<file path="src/rtl/qpu_ifu_imem_arb.sv">
// qpu_ifu_imem_arb: shares one single-port instruction SRAM between the IFU
// fetch port and the program loader. Each requester owns a 2-entry response
// FIFO; a credit check (FIFO occupancy + in-flight access) gates its grant,
// so the FIFO can never overflow.
// Optional build macro: QPU_IMEM_ARB_RR_EN selects round-robin arbitration;
// without it the loader always wins on contention.
`ifndef QPU_PC_SIZE
`define QPU_PC_SIZE 32
`endif
`ifndef QPU_INSTR_SIZE
`define QPU_INSTR_SIZE 32
`endif

module qpu_ifu_imem_arb (
  input  logic                        clk,
  input  logic                        rst,
  input  logic                        ifu_req_valid,
  output logic                        ifu_req_ready,
  input  logic [`QPU_PC_SIZE-1:0]     ifu_req_pc,
  output logic                        ifu_rsp_valid,
  input  logic                        ifu_rsp_ready,
  output logic [`QPU_INSTR_SIZE-1:0]  ifu_rsp_instr,
  input  logic                        ld_req_valid,
  output logic                        ld_req_ready,
  input  logic                        ld_req_we,
  input  logic [`QPU_PC_SIZE-1:0]     ld_req_addr,
  input  logic [`QPU_INSTR_SIZE-1:0]  ld_req_wdata,
  output logic                        ld_rsp_valid,
  input  logic                        ld_rsp_ready,
  output logic [`QPU_INSTR_SIZE-1:0]  ld_rsp_rdata,
  output logic                        imem_cs,
  output logic                        imem_we,
  output logic [`QPU_PC_SIZE-3:0]     imem_addr,
  output logic [`QPU_INSTR_SIZE-1:0]  imem_wdata,
  input  logic [`QPU_INSTR_SIZE-1:0]  imem_rdata
);

  localparam int PW = `QPU_PC_SIZE;
  localparam int IW = `QPU_INSTR_SIZE;

  // Index 0 = IFU, index 1 = loader throughout.
  logic [1:0]    req_valid, rsp_ready, eligible, grant;
  logic [1:0]    infl, fifo_ne, pop, push, rsp_valid;
  logic          infl_wr;
  logic [1:0]    cnt     [2];
  logic [1:0]    cnt_nxt [2];
  logic          rd_ptr  [2];
  logic          wr_idx  [2];
  logic [IW-1:0] mem     [2][2];
  logic [IW-1:0] byp_data[2];
  logic [IW-1:0] rsp_data[2];

  assign req_valid = {ld_req_valid, ifu_req_valid};
  assign rsp_ready = {ld_rsp_ready, ifu_rsp_ready};

  // Credit check uses registered state only, so ready never depends on rsp side.
  always_comb begin
    for (int r = 0; r < 2; r++) begin
      eligible[r] = req_valid[r] & ((cnt[r] == 2'd0) | ((cnt[r] == 2'd1) & ~infl[r]));
      fifo_ne[r]  = (cnt[r] != 2'd0);
      wr_idx[r]   = rd_ptr[r] ^ cnt[r][0];
      byp_data[r] = ((r == 1) && infl_wr) ? '0 : imem_rdata;
      rsp_valid[r] = ~rst & (fifo_ne[r] | infl[r]);
      rsp_data[r]  = ~rsp_valid[r] ? '0 : (fifo_ne[r] ? mem[r][rd_ptr[r]] : byp_data[r]);
      pop[r]  = ~rst & fifo_ne[r] & rsp_ready[r];
      // Bypass data is consumed only when nothing is queued ahead of it.
      push[r] = ~rst & infl[r] & (fifo_ne[r] | ~rsp_ready[r]);
      cnt_nxt[r] = cnt[r];
      if (push[r] && !pop[r])      cnt_nxt[r] = cnt[r] + 2'd1;
      else if (!push[r] && pop[r]) cnt_nxt[r] = cnt[r] - 2'd1;
    end
  end

`ifdef QPU_IMEM_ARB_RR_EN
  logic pref_ifu;

  // Round-robin grant: on contention, favour the requester not granted last.
  always_comb begin
    grant = 2'b00;
    if (!rst) begin
      if (eligible == 2'b11) grant = pref_ifu ? 2'b01 : 2'b10;
      else                   grant = eligible;
    end
  end

  // Pointer moves only when someone is granted.
  always_ff @(posedge clk) begin
    if (rst)           pref_ifu <= 1'b1;
    else if (grant[0]) pref_ifu <= 1'b0;
    else if (grant[1]) pref_ifu <= 1'b1;
  end
`else
  // Fixed priority grant: loader always beats the IFU.
  always_comb begin
    grant = 2'b00;
    if (!rst) grant = eligible[1] ? 2'b10 : eligible;
  end
`endif

  assign ifu_req_ready = grant[0];
  assign ld_req_ready  = grant[1];
  assign ifu_rsp_valid = rsp_valid[0];
  assign ld_rsp_valid  = rsp_valid[1];
  assign ifu_rsp_instr = rsp_data[0];
  assign ld_rsp_rdata  = rsp_data[1];

  // SRAM port: driven only in the cycle a request handshakes.
  always_comb begin
    imem_cs    = |grant;
    imem_we    = grant[1] & ld_req_we;
    imem_addr  = '0;
    imem_wdata = '0;
    if (grant[1]) begin
      imem_addr  = ld_req_addr[PW-1:2];
      imem_wdata = ld_req_wdata;
    end else if (grant[0]) begin
      imem_addr  = ifu_req_pc[PW-1:2];
    end
  end

  // In-flight flags and FIFO pointers; reset drops every pending response.
  always_ff @(posedge clk) begin
    if (rst) begin
      infl    <= 2'b00;
      infl_wr <= 1'b0;
      for (int r = 0; r < 2; r++) begin
        cnt[r]    <= 2'd0;
        rd_ptr[r] <= 1'b0;
      end
    end else begin
      infl    <= grant;
      infl_wr <= grant[1] & ld_req_we;
      for (int r = 0; r < 2; r++) begin
        cnt[r] <= cnt_nxt[r];
        if (pop[r]) rd_ptr[r] <= ~rd_ptr[r];
      end
    end
  end

  // FIFO storage needs no reset; occupancy alone decides validity.
  always_ff @(posedge clk) begin
    for (int r = 0; r < 2; r++) begin
      if (push[r]) mem[r][wr_idx[r]] <= byp_data[r];
    end
  end

endmodule

</file>
<file path="config.mk">
export PLATFORM = sky130hd
export DESIGN_NAME = qpu_ifu_imem_arb
export DESIGN_NICKNAME = d
export VERILOG_FILES = /design/src/rtl/qpu_ifu_imem_arb.sv
export SDC_FILE = /design/constraint.sdc
export NUM_CORES = 1
export LEC_CHECK = 0
export ABC_AREA = 1
export BUFFER_PORTS_ARGS = -buffer_cell sky130_fd_sc_hd__buf_2
export CAP_MARGIN = 0
export CORE_AREA = 5 5 125 157
export DETAILED_ROUTE_END_ITERATION = 10
export DIE_AREA = 0 0 130 162
export PLACE_DENSITY = 0.72
export RECOVER_POWER = 50
export SLEW_MARGIN = 15
export SYNTH_ARGS = -nofsm -noshare
export SYNTH_HDL_FRONTEND = slang
export SYNTH_SLANG_ARGS = --single-unit
</file>
<file path="constraint.sdc">
create_clock -name clk -period 3.8 [get_ports clk]
set_input_delay 1.14 -clock clk [delete_from_list [all_inputs] [get_ports clk]]
set_output_delay 1.14 -clock clk [all_outputs]
set_load 0.005 [all_outputs]
</file>
==> results of run 1 <==
state kept, by name, summed over array words and instances, names as in the netlist:
register,flops
infl_wr,1
cnt,4
rd_ptr,2
infl,2
mem,128
metrics by stage:
stage	area (um^2)	total power, W	setup slack (ns)	cells
after floorplan	7070	0.00216	0.697	798
after global placement	8620	0.00248	0.476	1250
after detailed placement	8620	0.00249	0.499	1250
after CTS	9210	0.00412	0.360	1282
after global routing	9160	0.00427	0.0863	1283
final	9160	0.00408	0.326	1285
kinds of logic (layout without fill, tap and decap cells):
kind of cell | Yosys count | in the layout | synth area share
and+or+nand+nor | 240 | 240 | 0.147
AOI/OAI and AO/OA | 206 | 206 | 0.147
buffers and inverters | 205 | 461 | 0.117
DFF | 137 | 137 | 0.572
adders and majority gates | 6 | 6 | 0.0106
xor gates and xnor gates | 4 | 4 | 0.00496
other | 0 | 3 | 0
cell usage after synthesis, drive strengths merged:
cell,n
edfxtp,130
ha,6
xnor2,2
buf,31
clkbuf,26
and2,2
nand2,40
o21ai,134
xor2,2
dfxtp,7
nand4,30
nand3,33
nor2,135
a21oi,72
inv,148
power groups by stage:
stage	combinational (W)	clock (W)	sequential, W
2_1_floorplan	0.000424	0	0.00174
3_3_place_gp	0.000734	0	0.00174
3_5_place_dp	0.000744	0	0.00174
4_1_cts	0.000749	0.00166	0.00171
5_1_grt	0.000823	0.00173	0.00172
6_report	0.000732	0.00164	0.00171
tightest hold or removal path: stages, from the launching register on:
cell	delay, ns
dfxtp_1	0.33
inv_1	0.09
a21oi_1	0.06
layer usage:
metal,vias up,track usage
met5,-,0
met2,279,0.368
met3,30,0.0530
met1,2961,0.239
li1,3141,-
met4,2,0.0690
worst max-delay path by stage:
stage              start               to  slack (ns)
2_1_floorplan        rst       mem[0][32]        0.70
3_3_place_gp         rst   imem_wdata[24]        0.48
3_5_place_dp         rst   imem_wdata[24]        0.50
4_1_cts        cnt[0][2]   imem_wdata[24]        0.36
5_1_grt          infl_wr  ld_rsp_rdata[5]        0.09
6_report         infl_wr  ld_rsp_rdata[2]        0.33
final cells by class:
| cell class | count | share of cell area |
|---|---|---|
| Antenna cell | 3 | 0.000819 |
| Clock buffer | 17 | 0.0464 |
| Clock inverter | 15 | 0.0180 |
| Inverter | 148 | 0.0606 |
| Multi-Input combinational cell | 456 | 0.241 |
| Sequential cell | 137 | 0.441 |
| Tap cell | 228 | 0.0311 |
| Timing Repair Buffer | 281 | 0.161 |
==> results_dict.tcl, run 1 <==
set metrics [dict create \
    status "finished, final reports clean" \
    cts.clk_slew.worst_paths_ns 0.06 \
    top_layer "met5" \
    netlist_area_um2 7070 \
    syn_nets 939 \
    slew_violations 0 \
    power_frac_clock 0.401 \
    gr-total-overflow 0 \
    antenna_found_initial 8 \
    period_share 0.914 \
    first_iter_violations 510 \
    hold_buffers 0 \
    ys_warn_count 0 \
    grt_pass1_vias 6314 \
    path_cells "clkbuf_1 -> nor2_1 -> o21ai_0 -> nor2_1 -> buf_2" \
    crit_path_max_incr_delay_ns 0.71 \
    max-vdd-ir-drop_mv 0.325 \
    switching_share 0.278 \
    maxCapViolations 0 \
    vias 6413 \
    die_area_um2 21100 \
    cts_buffer_depth 2 \
    htree_levels 4 \
    drt-met1-wl_um 8220 \
    cp_max_fo 19 \
    pwr_density_cell_nw_per_um2 446 \
    ys_seq_elements 137 \
    critPathTopFamily "buffers and inverters" \
    die_h_um 162 \
    setup_viol 0 \
    path_buf_inv 2 \
    synth.avg_cell_area_um2 8.86 \
    cts-root-buf "clkbuf_16" \
    critPathArrivalTime_ns 2.33 \
    gp_congestion 0.860 \
    drive_gt1_frac 0.272 \
    p_seq_frac 0.419 \
    combPwrFrac 0.179 \
    rsz0062_at_grt "no" \
    critPathKind "flop to primary output" \
    final_common_cell "buf_2" \
    area_delta_synth_final_pct 29.7 \
    fillCellCount 1759 \
    clock_latency_ns 0.40 \
    multi_input_area_um2 2200 \
    reg2reg_slack_ns 0.83 \
    yosysTopAreaCellShare 0.552 \
    wl_met2_um 11400 \
    switchingPower_w 0.00114 \
    reg2regPathDepth 7 \
    drt_wl_total_um 22300 \
    hold_slack_ns 0.534 \
    rows 55 \
    via_per_inst 4.99 \
    crit_path_end_kind "primary output" \
    internal_power_w 0.00295 \
    slew_headroom 0.245 \
    mostFrequentLayoutCells "buf_2, inv_1, o21ai_0, nor2_1, edfxtp_1" \
    cts_setup_buffers 0 \
    numCtsBuffers 17 \
    yosys.area.top_type "edfxtp_1" \
    r2r-start "cnt[0][0]" \
    whs_endpoint "cnt[0][2]" \
    ys_top_cells_by_area "edfxtp_1, o21ai_0, inv_1, nor2_1, a21oi_1" \
    fin_setup_tns_ns 0 \
    portBuffers 262 \
    coreArea_um2 17900 \
    ys_types 22 \
    fin_nets 1182 \
    routedWlPerCell_um 17.3 \
    ant_nets 0 \
    hold_start "cnt[0][2]" \
    r2r_end "mem[0][3]" \
    worst_pin_slew_ns 1.13 \
    cpMaxStageDelayCell "clkbuf_1" \
    period_minus_slack_ns 3.47 \
    worstPathRequired_ns 2.66 \
    ys_seq_area_frac 0.572 \
    syn_inst 798 \
    min_path_cells 2 \
    finalHoldViolations 0 \
    initial_core_util 0.395 \
    detailedPlacementHpwl_um 16500 \
    skew_ns 0.0113 \
    regArea_um2 4040 \
    met3_length_um 2040 \
    grt_max_degree 66 \
    startpoint_type "flop" \
    max_clock_freq_mhz 288 \
    hold_class "flop to flop" \
    finish.utilization 0.512 \
    tritoncts "yes" \
    path_common_cell "nor2_1" \
    die_w_um 130 \
    grt_usage 0.207 \
    p_leak_nw 4.42 \
    cts_resized 0 \
    worst-path-stages 5 \
    io_pins 267 \
    remaining_drc_errors 0 \
    cts_sinks 137 \
    grt_pass1_wl_um 33400 \
    first_pass_iters 5 \
]
No activity file was read; power rests on OpenSTA's default activity.
==> run 2, diff against run 1 <==
--- a/config.mk
+++ b/config.mk
@@ -8,9 +8,9 @@
 export ABC_AREA = 1
 export BUFFER_PORTS_ARGS = -buffer_cell sky130_fd_sc_hd__buf_2
 export CAP_MARGIN = 0
-export CORE_AREA = 5 5 125 157
+export CORE_AREA = 5 5 139 141
 export DETAILED_ROUTE_END_ITERATION = 10
-export DIE_AREA = 0 0 130 162
+export DIE_AREA = 0 0 144 146
 export PLACE_DENSITY = 0.72
 export RECOVER_POWER = 50
 export SLEW_MARGIN = 15
==> run 2 against run 1 <==
  * The flow now finishes with violations (max-capacitance violations, max-slew violations)
  * Final area is 0.40% higher
  * Sequential cell count unchanged
  * Critical path depth grew 3
  * Register-to-register slack lost 0.40 ns
  * Clock-buffer cell count increased by 2
  * Die area decreased by 0.17%
  * Critical endpoint is now ld_rsp_rdata[25]
  * Critical path type unchanged
  * Maximum frequency decreased by 2.0%
  * First-iteration DRC count fell by 31%
  * Clock power increased by 9%
  * Combinational power decreased by 0.7%
  * Setup slack got worse by 0.070 ns
==> results_dict.tcl, run 2 (synthesis gave the netlist of run 1 again) <==
set metrics [dict create \
    place_ws_ns 0.289 \
    path_common_cell "inv_1" \
    numCtsBuffers 17 \
    slew_violations 16 \
    cts_buffer_depth 2 \
    gp_congestion 0.795 \
    grt_max_degree 67 \
    max-vdd-ir-drop_mv 0.319 \
    placedCellCount 1251 \
    cts_setup_buffers 0 \
    reg2regPathDepth 7 \
    detailedPlacementHpwl_um 13600 \
    critPathKind "flop to primary output" \
    slew_headroom -0.0680 \
    via_per_inst 4.85 \
    r2r-start "cnt[0][2]" \
    fin_nets 1182 \
    violations "max-capacitance violations, max-slew violations" \
    skew_ns 0.00645 \
    r2r_end "mem[0][112]" \
    cp_max_fo 65 \
    p_leak_nw 4.45 \
    path_cells "inv_1 -> ha_1 -> inv_1 -> buf_4 -> o21ai_0 -> a21oi_1 -> nor2_1 -> buf_2" \
    first_iter_violations 352 \
    finish.utilization 0.516 \
    whs_endpoint "cnt[0][2]" \
    worstPathRequired_ns 2.66 \
    finalWorstSetupSlack_ns 0.256 \
    area_delta_synth_final_pct 30.2 \
    drive_gt1_frac 0.269 \
    cts-root-buf "clkbuf_16" \
    maxCapViolations 1 \
    htree_levels 4 \
    instances_no_fill 1283 \
    routedWlPerCell_um 15.4 \
    antenna_found_initial 2 \
    min_path_cells 2 \
    finalHoldViolations 0 \
    remaining_drc_errors 0 \
    crit_path_end_kind "primary output" \
    drt_wl_total_um 19700 \
    clock_latency_ns 0.42 \
    rows 49 \
    hold_start "cnt[0][2]" \
    critPathArrivalTime_ns 2.40 \
    grt_pass1_wl_um 31400 \
    gr-total-overflow 0 \
    cpMaxStageDelayCell "buf_4" \
    hold_class "flop to flop" \
    largest_reg_flops 128 \
    max_clock_freq_mhz 282 \
    final_common_cell "buf_2" \
    mostFrequentLayoutCells "buf_2, inv_1, nor2_1, o21ai_0, edfxtp_1" \
    reg2reg_slack_ns 0.43 \
    fillCellCount 1629 \
    ant_nets 0 \
    grt_pass1_vias 6132 \
    hold_buffers 0 \
    tritoncts "yes" \
    die_h_um 146 \
    startpoint_type "flop" \
    coreArea_um2 17800 \
    period_minus_slack_ns 3.54 \
    rsz0062_at_grt "no" \
    die_w_um 144 \
    grt_usage 0.189 \
    portBuffers 262 \
    period_share 0.933 \
    initial_core_util 0.396 \
    status "finished with violations" \
    vias 6221 \
    cts.clk_slew.worst_paths_ns 0.05 \
    cts_sinks 137 \
    crit_path_max_incr_delay_ns 0.48 \
    setup_viol 0 \
    cts_resized 0 \
    io_pins 267 \
    power_w 0.00423 \
    pwr_density_cell_nw_per_um2 459 \
    first_pass_iters 5 \
    fin_setup_tns_ns 0 \
    die_area_um2 21000 \
    worst_pin_slew_ns 1.60 \
]
run 2: cell count changes in the layout (fill, tap and decap cells not counted), moves of 2 or more:
cell / before / now
clkinv_4: 5 / 0
buf_12: 6 / 4
bufinv_16: 2 / 6
buf_4: 9 / 14
inv_6: 4 / 0
clkinv_1: 0 / 2
run 2: power by group:
part           total, W  switching [W]  internal [W]
clock network   0.00179       0.000580       0.00121
registers       0.00171     0.00000886       0.00170
logic          0.000727       0.000464      0.000264
run 2: area by class of cell:
cell class	instances	area (um^2)	area share
multi-input cells	456	2210	0.240
well taps	229	287	0.0311
flip-flops and latches	137	4040	0.440
diodes	2	5.00	0.000544
clock buffers	19	433	0.0471
repair buffers	281	1460	0.159
inverters	148	556	0.0604
clock inverters	11	203	0.0220
run 2: metrics by stage:
step	cell area (um^2)	hold slack [ns]
after detailed placement	8610	0.529
after global routing	9200	0.579
after floorplan	7070	0.496
final	9200	0.538
after CTS	9250	0.537
after global placement	8610	0.515
run 2: how the worst max path moves through the flow:
stage          slack (ns)       from          endpoint
2_1_floorplan        0.70        rst        mem[0][32]
3_3_place_gp         0.30        rst           imem_cs
3_5_place_dp         0.29        rst           imem_cs
4_1_cts              0.27        rst           imem_cs
5_1_grt              0.05  cnt[0][2]  ld_rsp_rdata[21]
6_report             0.26  cnt[0][2]  ld_rsp_rdata[25]
run 2: layer usage:
layer	up-vias	wire length [um]	track usage
met4	0	318	0.0603
met5	-	0	0
met3	25	1470	0.0496
met1	2827	8110	0.239
met2	238	9820	0.316
li1	3131	-	-
run 2: worst max-delay path, delay by kind of cell (launching register included):
family | cells | cell delay, ns
buffers and inverters | 4 | 0.83
AOI/OAI and AO/OA | 2 | 0.40
DFF | 1 | 0.36
adders and majority gates | 1 | 0.28
and+or+nand+nor | 1 | 0.06
==> run 3, diff against run 2 <==
--- a/config.mk
+++ b/config.mk
@@ -6,7 +6,7 @@
 export NUM_CORES = 1
 export LEC_CHECK = 0
 export ABC_AREA = 1
-export BUFFER_PORTS_ARGS = -buffer_cell sky130_fd_sc_hd__buf_2
+export BUFFER_PORTS_ARGS = -buffer_cell sky130_fd_sc_hd__buf_4
 export CAP_MARGIN = 0
 export CORE_AREA = 5 5 139 141
 export DETAILED_ROUTE_END_ITERATION = 10
==> constraint.sdc (replaced) <==
create_clock -name clk -period 4.4 [get_ports clk]
set_input_delay 1.32 -clock clk [delete_from_list [all_inputs] [get_ports clk]]
set_output_delay 1.32 -clock clk [all_outputs]
set_load 0.005 [all_outputs]
==> run 3 against run 2 <==
  * The flow still finishes with violations (max-capacitance violations, max-slew violations)
  * Sequential cell count is the same
  * Clock skew hardly changed
  * Clock power fell by 22%
  * Die area unchanged
  * Sequential share of layout area decreased by 2.0 points
  * Setup slack improved by 0.094 ns
  * Highest routed layer unchanged
==> results_dict.tcl, run 3 (synthesis gave the netlist of run 1 again) <==
set metrics [dict create \
    max_clock_freq_mhz 247 \
    cts_sinks 137 \
    htree_levels 4 \
    via_per_inst 4.94 \
    critPathKind "primary input to primary output" \
    fin_nets 1179 \
    numCtsBuffers 17 \
    mostFrequentLayoutCells "buf_4, inv_1, nor2_1, o21ai_0, edfxtp_1" \
    finalHoldViolations 0 \
    pwr_density_cell_nw_per_um2 371 \
    path_cells "clkbuf_1 -> inv_1 -> nand2_1 -> a21oi_2 -> buf_4 -> nand2_1 -> nand2_1 -> buf_4" \
    fillCellCount 1639 \
    critPathLaunch "rst" \
    drive_gt1_frac 0.267 \
    remaining_drc_errors 0 \
    hold_start "cnt[0][0]" \
    path_common_cell "nand2_1" \
    cpMaxStageDelayCell "inv_1" \
    grt_use_met2 0.323 \
    endpoint "imem_cs" \
    critPathTopFamily "buffers and inverters" \
    status "finished with violations" \
    placed_area_um2 9210 \
    startpoint_type "primary input" \
    cts_setup_buffers 0 \
    placedCellCount 1248 \
    stdcell_area_um2 9650 \
    fin_setup_tns_ns 0 \
    reg2reg_slack_ns 0.68 \
    maxCapViolations 3 \
    initial_core_util 0.396 \
    final_common_cell "buf_4" \
    grt_pass1_vias 6194 \
    critPathArrivalTime_ns 2.73 \
    cp_max_fo 31 \
    io_pins 267 \
    die_area_um2 21000 \
    slew_headroom -0.664 \
    first_iter_violations 380 \
    drt_wl_total_um 20400 \
    clock_latency_ns 0.41 \
    tritoncts "yes" \
    gp_congestion 0.774 \
    grt_pass1_wl_um 31900 \
    rows 49 \
    period_minus_slack_ns 4.05 \
    crit_path_end_kind "primary output" \
    rsz0062_at_grt "no" \
    reg2regPathDepth 6 \
    antenna_found_initial 0 \
    detailedPlacementHpwl_um 14400 \
    grt_max_degree 53 \
    coreArea_um2 17800 \
    max-vdd-ir-drop_mv 0.284 \
    ant_nets 0 \
    worst-path-stages 8 \
    routedWlPerCell_um 15.9 \
    skew_ns 0.00615 \
    die_h_um 146 \
    slew_violations 80 \
    die_w_um 144 \
    r2r-start "cnt[0][2]" \
    setup_viol 0 \
    violations "max-capacitance violations, max-slew violations" \
    hold_buffers 0 \
    worst_pin_slew_ns 2.49 \
    largest_reg_flops 128 \
    worstPathRequired_ns 3.08 \
    path_buf_inv 4 \
    gr-total-overflow 0 \
    period_share 0.920 \
    gr-usage-met3 0.0559 \
    first_pass_iters 6 \
    area_delta_synth_final_pct 36.5 \
    cts_buffer_depth 2 \
    vias 6321 \
    cts-root-buf "clkbuf_16" \
    cts.clk_slew.worst_paths_ns 0.06 \
    p_leak_nw 4.48 \
    grt-busiest-layer "met2" \
    cts_resized 0 \
    n_antenna_cell 0 \
    hold_class "flop to flop" \
    crit_path_max_incr_delay_ns 0.32 \
    portBuffers 262 \
    r2r_end "mem[0][102]" \
    met1_usage 0.235 \
    grt_usage 0.190 \
    instances_no_fill 1280 \
]
## run 3: cell count changes in the layout (fill, tap and decap cells not counted), sizes merged
cell,before,now
inv,148,149
bufinv,6,3
clkinv,5,9
diode,2,0
clkbuf,52,51
clkinvlp,0,2
buf,248,244
## run 3: cell type report
cell class / count / area, um^2 / area share
clock buffers: 17 / 425 / 0.0441
repair buffers: 278 / 1970 / 0.205
flip-flops and latches: 137 / 4040 / 0.419
inverters: 148 / 556 / 0.0576
multi-input cells: 456 / 2200 / 0.228
well taps: 229 / 287 / 0.0297
clock inverters: 15 / 158 / 0.0163
## run 3: report_power, final
| part | internal, W | total, W | switching, W |
|---|---|---|---|
| clock | 0.000880 | 0.00140 | 0.000515 |
| sequential | 0.00147 | 0.00148 | 0.0000171 |
| combinational | 0.000298 | 0.000698 | 0.000401 |
## run 3: through the flow
stage	utilization	power (W)	hold slack, ns	setup WS [ns]
3_5_place_dp	0.516	0.00223	0.529	0.572
2_1_floorplan	-	0.00187	0.496	1.07
4_1_cts	0.549	0.00362	0.537	0.321
6_report	0.541	0.00358	0.537	0.350
5_1_grt	0.541	0.00374	0.580	0.116
3_3_place_gp	0.516	0.00222	0.525	0.576
## run 3: worst min-delay path, cell delays in order, from the launching register on
cell	delay, ns
dfxtp_1	0.33
inv_1	0.09
a21oi_1	0.07
## run 3: worst min-delay path by stage
stage / to / slack (ns) / cells after the start
CTS: cnt[0][0] / 0.54 / 2
finish: cnt[0][0] / 0.54 / 2
floorplan: cnt[0][0] / 0.50 / 2
global route: cnt[0][0] / 0.58 / 2
global placement: cnt[0][2] / 0.52 / 2
detailed placement: cnt[0][0] / 0.53 / 2
## run 3: routing by layer
metal  vias to the layer above  share of wire
met4                         0          0.018
li1                       3129              -
met3                        27          0.081
met2                       253           0.50
met1                      2912           0.40
met5                         -              0
